$ cat src/rtl/bit_unpacker_pkg.sv
// Shared constants, count type and request-length decode for the bit unpacker.
package bit_unpacker_pkg;
  localparam int WORD_W = 32;
  localparam int BUF_W  = 64;
  localparam int CNT_W  = 7;
  localparam int REQ_W  = 4;
  localparam int NLEN_W = 5;

  typedef logic [CNT_W-1:0] cnt_t;

  // A zero request length encodes the full 16-bit request.
  function automatic logic [NLEN_W-1:0] decode_reqlen(input logic [REQ_W-1:0] r);
    return (r == '0) ? NLEN_W'(16) : {1'b0, r};
  endfunction
endpackage

$ cat src/rtl/bit_unpacker_align.sv
// Combinational extract/shift/insert on the bit buffer.
// Bit order: MSB-first by default, LSB-first when BIT_UNPACKER_LSB_FIRST_EN is defined.
module bit_unpacker_align
  import bit_unpacker_pkg::*;
(
  input  logic [BUF_W-1:0]  i_buf,
  input  logic [NLEN_W-1:0] i_n,
  input  logic              i_take,
  input  logic [CNT_W-1:0]  i_ofs,
  input  logic [WORD_W-1:0] i_word,
  input  logic              i_load,
  output logic [15:0]       o_data,
  output logic [BUF_W-1:0]  o_buf
);
  logic [CNT_W-1:0] w_sh;
  logic [BUF_W-1:0] w_kept;
  logic [BUF_W-1:0] w_ins;

  assign w_sh = i_take ? CNT_W'(i_n) : '0;

`ifdef BIT_UNPACKER_LSB_FIRST_EN
  logic [BUF_W-1:0] w_mask;
  assign w_mask = (BUF_W'(1) << i_n) - BUF_W'(1);
  assign o_data = 16'(i_buf & w_mask);
  assign w_kept = i_buf >> w_sh;
  assign w_ins  = {{(BUF_W-WORD_W){1'b0}}, i_word} << i_ofs;
`else
  // Oldest bit sits at the top; bits below the live count are always zero.
  assign o_data = 16'(i_buf >> (CNT_W'(BUF_W) - CNT_W'(i_n)));
  assign w_kept = i_buf << w_sh;
  assign w_ins  = {i_word, {(BUF_W-WORD_W){1'b0}}} >> i_ofs;
`endif

  assign o_buf = w_kept | (i_load ? w_ins : '0);
endmodule

$ cat src/rtl/bit_unpacker.sv
// Pops 32-bit FIFO words into a 64-bit buffer and serves 1-16 bit requests.
// Define BIT_UNPACKER_LSB_FIRST_EN for LSB-first bit order.
module bit_unpacker #(
  parameter int WORD_W = 32,
  parameter int BUF_W  = 64,
  parameter int LEN_W  = 15
) (
  input  logic              clock,
  input  logic              reset,
  input  logic              fifo_empty,
  input  logic [WORD_W-1:0] fifo_data,
  output logic              fifo_pop,
  input  logic              reqin,
  input  logic [3:0]        reqlen,
  output logic              reqready,
  output logic              pushout,
  output logic [15:0]       dataout,
  output logic [LEN_W-1:0]  lenout
);
  import bit_unpacker_pkg::*;

  logic [BUF_W-1:0]  r_buf;
  logic [BUF_W-1:0]  w_buf_nxt;
  cnt_t              r_count;
  cnt_t              w_cnt_after;
  logic              r_inflight;
  logic [LEN_W-1:0]  r_lenout;
  logic              r_pushout;
  logic [15:0]       r_dataout;
  logic [15:0]       w_data;
  logic [NLEN_W-1:0] w_n;
  logic              w_grant;

  assign w_n      = decode_reqlen(reqlen);
  assign reqready = (r_count >= CNT_W'(w_n));
  assign w_grant  = reqin && reqready;

  // Only pop when the word is guaranteed to fit after this cycle's consume.
  assign fifo_pop = !reset && !fifo_empty && !r_inflight &&
                    (r_count <= CNT_W'(WORD_W));

  assign w_cnt_after = r_count - (w_grant ? CNT_W'(w_n) : CNT_W'(0));

  bit_unpacker_align u_align (
    .i_buf  (r_buf),
    .i_n    (w_n),
    .i_take (w_grant),
    .i_ofs  (w_cnt_after),
    .i_word (fifo_data),
    .i_load (r_inflight),
    .o_data (w_data),
    .o_buf  (w_buf_nxt)
  );

  always_ff @(posedge clock or posedge reset) begin
    if (reset) begin
      r_buf      <= '0;
      r_count    <= '0;
      r_inflight <= 1'b0;
      r_lenout   <= '0;
      r_pushout  <= 1'b0;
      r_dataout  <= '0;
    end else begin
      r_inflight <= fifo_pop;
      if (w_grant || r_inflight) r_buf <= w_buf_nxt;
      r_count    <= w_cnt_after + (r_inflight ? CNT_W'(WORD_W) : CNT_W'(0));
      r_pushout  <= w_grant;
      r_dataout  <= w_grant ? w_data : '0;
      if (w_grant) r_lenout <= r_lenout + LEN_W'(w_n);
    end
  end

  assign pushout = r_pushout;
  assign dataout = r_dataout;
  assign lenout  = r_lenout;
endmodule

$ cat config.mk
export PLATFORM = sky130hd
export DESIGN_NAME = bit_unpacker
export DESIGN_NICKNAME = d
export VERILOG_FILES = /design/src/rtl/bit_unpacker_pkg.sv /design/src/rtl/bit_unpacker_align.sv /design/src/rtl/bit_unpacker.sv
export SDC_FILE = /design/constraint.sdc
export NUM_CORES = 1
export LEC_CHECK = 0
export BUFFER_PORTS_ARGS = -buffer_cell sky130_fd_sc_hd__buf_2
export CAP_MARGIN = 40
export CORE_ASPECT_RATIO = 2
export CORE_MARGIN = 2
export CORE_UTILIZATION = 60
export DETAILED_ROUTE_END_ITERATION = 7
export HOLD_SLACK_MARGIN = 0.15
export PLACE_DENSITY = 0.88
export SLEW_MARGIN = 20
export SYNTH_ARGS = -nofsm -noshare
export SYNTH_HDL_FRONTEND = slang
export SYNTH_SLANG_ARGS = --single-unit
export TNS_END_PERCENT = 20
$ cat constraint.sdc
create_clock -name clock -period 5.5 [get_ports clock]
set_input_delay 0.55 -clock clock [delete_from_list [all_inputs] [get_ports clock]]
set_output_delay 0.55 -clock clock [all_outputs]
set_load 0.03 [all_outputs]
==> results of run 1 <==
-- cells by family after synthesis --
logic type,count (synthesis),synth area share [%]
AOI/OAI and AO/OA,529,27.5
and+or+nand+nor,503,17.2
muxes,251,25.2
buffers and inverters,192,6.48
DFF,104,20.0
xor gates and xnor gates,22,1.54
adders and majority gates,22,2.23
-- synth_stat cells, drive strengths merged, types with 15 or more instances --
| library cell | count |
|---|---|
| buf | 70 |
| a211oi | 34 |
| inv | 40 |
| ha | 20 |
| a31oi | 19 |
| mux2i | 169 |
| mux4 | 59 |
| dfrtp | 104 |
| nor3 | 42 |
| o22ai | 36 |
| nand3 | 51 |
| nand2 | 235 |
| a2bb2oi | 21 |
| o221ai | 20 |
| a21oi | 137 |
| and3 | 17 |
| o21ai | 102 |
| clkbuf | 79 |
| nor2 | 103 |
| o211ai | 20 |
| a22oi | 15 |
| mux2 | 23 |
-- through the flow --
step           cell area (um2)  std cells  setup WS [ns]
3_5_place_dp             14000       1907          0.204
3_3_place_gp             13900       1904          0.224
2_1_floorplan            13200       1623        0.00868
4_1_cts                  14300       1923          0.583
-- layer usage --
| metal | overflow | GRT usage [%] |
|---|---|---|
| met1 | 0 | 57.8 |
| met2 | 14 | 86.7 |
| met3 | 0 | 32.6 |
| met4 | 14 | 64.6 |
| met5 | 0 | 4.15 |
==> summary.txt, run 1 <==
Synth
  – Syn Nets: 1685
  – Yosys Warn Count: 0
  – Most used DFF post-synth: dfrtp_1
  – Netlist cell types: 84
  – Register bit total from synthesis: 104
  – Average size of a mapped cell: 8.03 um2
  – Ranking of synthesized cells by area: dfrtp_1 (20%), mux2i_1 (13%), mux4_2 (10%)
  – Post-synth EDFFs: 0
  – Post-Synthesis Cells: 1623
  – Post-synthesis sequential area ratio: 20.0%
  – Synth area leader: dfrtp_1
  – Post-synth top area share: 20.0%
  – Synth Cell Area: 0.0130 mm2
  – Post-synthesis async set-or-reset flop share: 100%

Status
  – Failed at: global routing
  – Outcome: did not finish
  – First error message: [ERROR GRT-0116] Global routing finished with congestion. Check the congestion regions in the DRC Viewer.

Clocking
  – Num CTS Buffers: 9
  – Clock sinks: 104
  – H-Tree Depth: 3
  – Resized Gates After CTS: 0
  – Post-CTS Setup Bufs: 0
  – Max Root-Sink Buffers: 2
  – Post-CTS Hold Fix Bufs: 0
  – Clk root buf: clkbuf_16

GRT
  – First-pass GRT wire length: 104 mm
  – Grt ovf: 28
  – Vias in the first global route: 16100
  – GRT Util Overall: 60.6%
  – Pin count of the biggest net entering global routing: 66

Placement
  – I/O Buffers: 73
  – Final RePlAce weighted congestion: 1.15
  – HPWL after DPL: 47.0 mm

Die
  – Die extent in x: 108 um
  – IO Count: 74
  – FP Rows: 76
  – Die Height: 212 um
  – Starting Density: 60.9%
==> run 2, diff against run 1 <==
CORE_ASPECT_RATIO = not set   (was 2)
CORE_UTILIZATION = 40   (was 60)
HOLD_SLACK_MARGIN = not set   (was 0.15)
PLACE_DENSITY = not set   (was 0.88)
PLACE_DENSITY_LB_ADDON = 0.15   (was not set)
==> run 2 against run 1 <==
The run now ends clean; area after synthesis did not move; synthesized cell count stayed put.
==> summary.txt, run 2 <==
Status
  – Outcome: complete, no violations

Timing
  – Worst slew margin: 41.9%
  – Fmax: 0.197 GHz
  – RSZ-0062 raised after global routing: false
  – Max Slew Vio Count: 0
  – Part of the cycle the worst path needs: 92.4%
  – Worst slew pin tran: 0.863 ns
  – Final-report hold violation count: 0
  – Total Neg Setup Slack: 0 ns
  – Minimum clock period: 5.08 ns
  – Clk_skew: 0.0241 ns
  – Final setup vio count: 0

Critical path
  – Buf/Inv on CP: 4
  – Max stage delay on crit path: 0.65 ns
  – Arr. time, crit path: 5.34 ns
  – Setup crit end kind: register
  – Crit path max-delay cell type: fa_1
  – Max FO, Critical Path: 35
  – Startpoint types: input pin
  – Top cell family by delay on the critical path: compound AO/OA/AOI/OAI gates
  – Req. time, crit path: 5.76 ns
  – Critical path type: in2reg
  – Critical-path cell list: buf_2 > inv_8 > ha_4 > or3b_4 > ha_1 > a2111oi_4 > nor3_1 > a21oi_4 > inv_2 > ha_4 > fa_1 > buf_12 > mux4_2 > nand2_1 > nand2_1 > o21ai_0 > o21ai_0 > a221oi_1 > o21ai_1

Clocking
  – Max Root-Sink Buffers: 2
  – Post-CTS Setup Bufs: 0
  – CTS clk-pin slew, worst paths: 0.08 ns
  – H-Tree Depth: 3
  – Clock sinks: 104
  – Num CTS Buffers: 9
  – Worst-Skew Late Latency: 0.39 ns
  – Resized Gates After CTS: 0
  – Clk root buf: clkbuf_16
  – CTS tree: yes
  – Post-CTS Hold Fix Bufs: 0

Synth
  – Yosys Warn Count: 0
  – Synth Cell Area: 0.0130 mm2
  – Post-synthesis sequential area ratio: 20.0%
  – Most used DFF post-synth: dfrtp_1
  – Ranking of synthesized cells by area: dfrtp_1 (20%), mux2i_1 (13%), mux4_2 (10%)
  – Cell with the most instances after synthesis: nand2_1
  – Post-Synthesis Cells: 1623
  – Post-synth top area share: 20.0%
  – Average size of a mapped cell: 8.03 um2
  – Post-synth EDFFs: 0
  – Syn Nets: 1685
  – Most instantiated cells after synthesis: nand2_1 (234), mux2i_1 (169), a21oi_1 (136), dfrtp_1 (104), nor2_1 (102)
  – Register bit total from synthesis: 104
  – Netlist cell types: 84
  – Synth area leader: dfrtp_1
  – Post-synthesis async set-or-reset flop share: 100%

Min path
  – Hold crit path type: in2async

Die
  – Starting Density: 40.4%
  – Die Height: 185 um
  – IO Count: 74
  – Core Footprint: 0.0323 mm2
  – Die area: 0.0340 mm2
  – Die extent in x: 185 um
  – FP Rows: 66

Route
  – DRC viols: 0
  – Iteration-0 DRC Markers: 1860
  – Post-route ant nets: 0
  – First-pass DRT Iterations: 6
  – Via density: 6.81
  – Detailed Route WL: 55.9 mm
  – Via count: 14200
  – Routed WL per cell: 26.8 um

Finish
  – Final nets: 1702
  – Share of cells above drive strength 1: 18.4%
  – Commonest non-fill, non-tap cell in the layout: nand2_1
  – Ant. Diodes: 0
  – Most frequent cells in the layout: nand2_1 (234), mux2i_1 (169), a21oi_1 (136), dfrtp_1 (104), nor2_1 (100)
  – Register name with the most flops: r_buf
  – Max reg flops: 64
  – Synth-to-Final Area Change: 10.4%

GRT
  – Pin count of the biggest net entering global routing: 66
  – Initial antenna violation count: 0
  – Grt ovf: 0
  – First-pass GRT wire length: 84.5 mm
  – Vias in the first global route: 13200
  – GRT Util Overall: 32.8%

Placement
  – I/O Buffers: 73
  – Final RePlAce weighted congestion: 0.977
  – HPWL after DPL: 41.5 mm

Job
  – Max-capacitance violation count: 0
[run 2: cell counts after synthesis]
Identical to the previous run, type by type.
[run 2: routing by layer]
layer	track usage [%]	wire length, um	vias up
met3	5.67	5760	172
met4	15.6	2950	0
li1	-	-	6205
met1	44.9	22600	6946
met2	50.2	24600	891
met5	0	0	-
[run 2: kinds of logic (layout without fill, tap and decap cells)]
logic type	after synthesis	count (layout)	synth area share, %
AOI/OAI and AO/OA	529	529	27.5
xor gates and xnor gates	22	22	1.54
adders and majority gates	22	22	2.23
buffers and inverters	192	213	6.48
DFF	104	104	20.0
muxes	251	251	25.2
and+or+nand+nor	503	503	17.2
[run 2: layout make-up]
class / instances / area [um2]
Clock buffer: 9 / 225
Clock inverter: 6 / 75.1
Fill cell: 3235 / 17900
Inverter: 43 / 183
Multi-Input combinational cell: 1327 / 9710
Sequential cell: 104 / 2600
Tap cell: 442 / 553
Timing Repair Buffer: 155 / 1040
[run 2: path summary, 6_finish.rpt]
kind                              end  slack, ns  cells past startpoint       start
max in group asynchronous   r_buf[42]       4.11                      4       reset
min in group clock         r_inflight       0.41                      3  fifo_empty
hold reg to reg            lenout[14]       0.47                      1  lenout[14]
setup / recovery            r_buf[47]       0.42                     19   reqlen[0]
hold / removal             r_inflight       0.20                      2       reset
setup reg to reg            r_buf[47]       0.94                     15  r_count[4]
[run 2: stage by stage]
step / setup slack, ns / hold slack [ns] / cell area (um2) / cells / util, %
final: 0.417 / 0.200 / 14400 / 2086 / 44.6
after global routing: 0.201 / 0.238 / 14400 / 2086 / 44.6
after detailed placement: 0.0544 / 0.464 / 14100 / 2069 / 43.6
after CTS: 0.444 / 0.224 / 14400 / 2084 / 44.5
after floorplan: 0.00868 / 0.526 / 13200 / 1623 / -
after global placement: 0.0419 / 0.456 / 14000 / 2068 / 43.5
Power of run 2 is left out: the tool's default activity adds up to more than one toggle a clock period on the data nets, which glitch-free logic cannot reach.
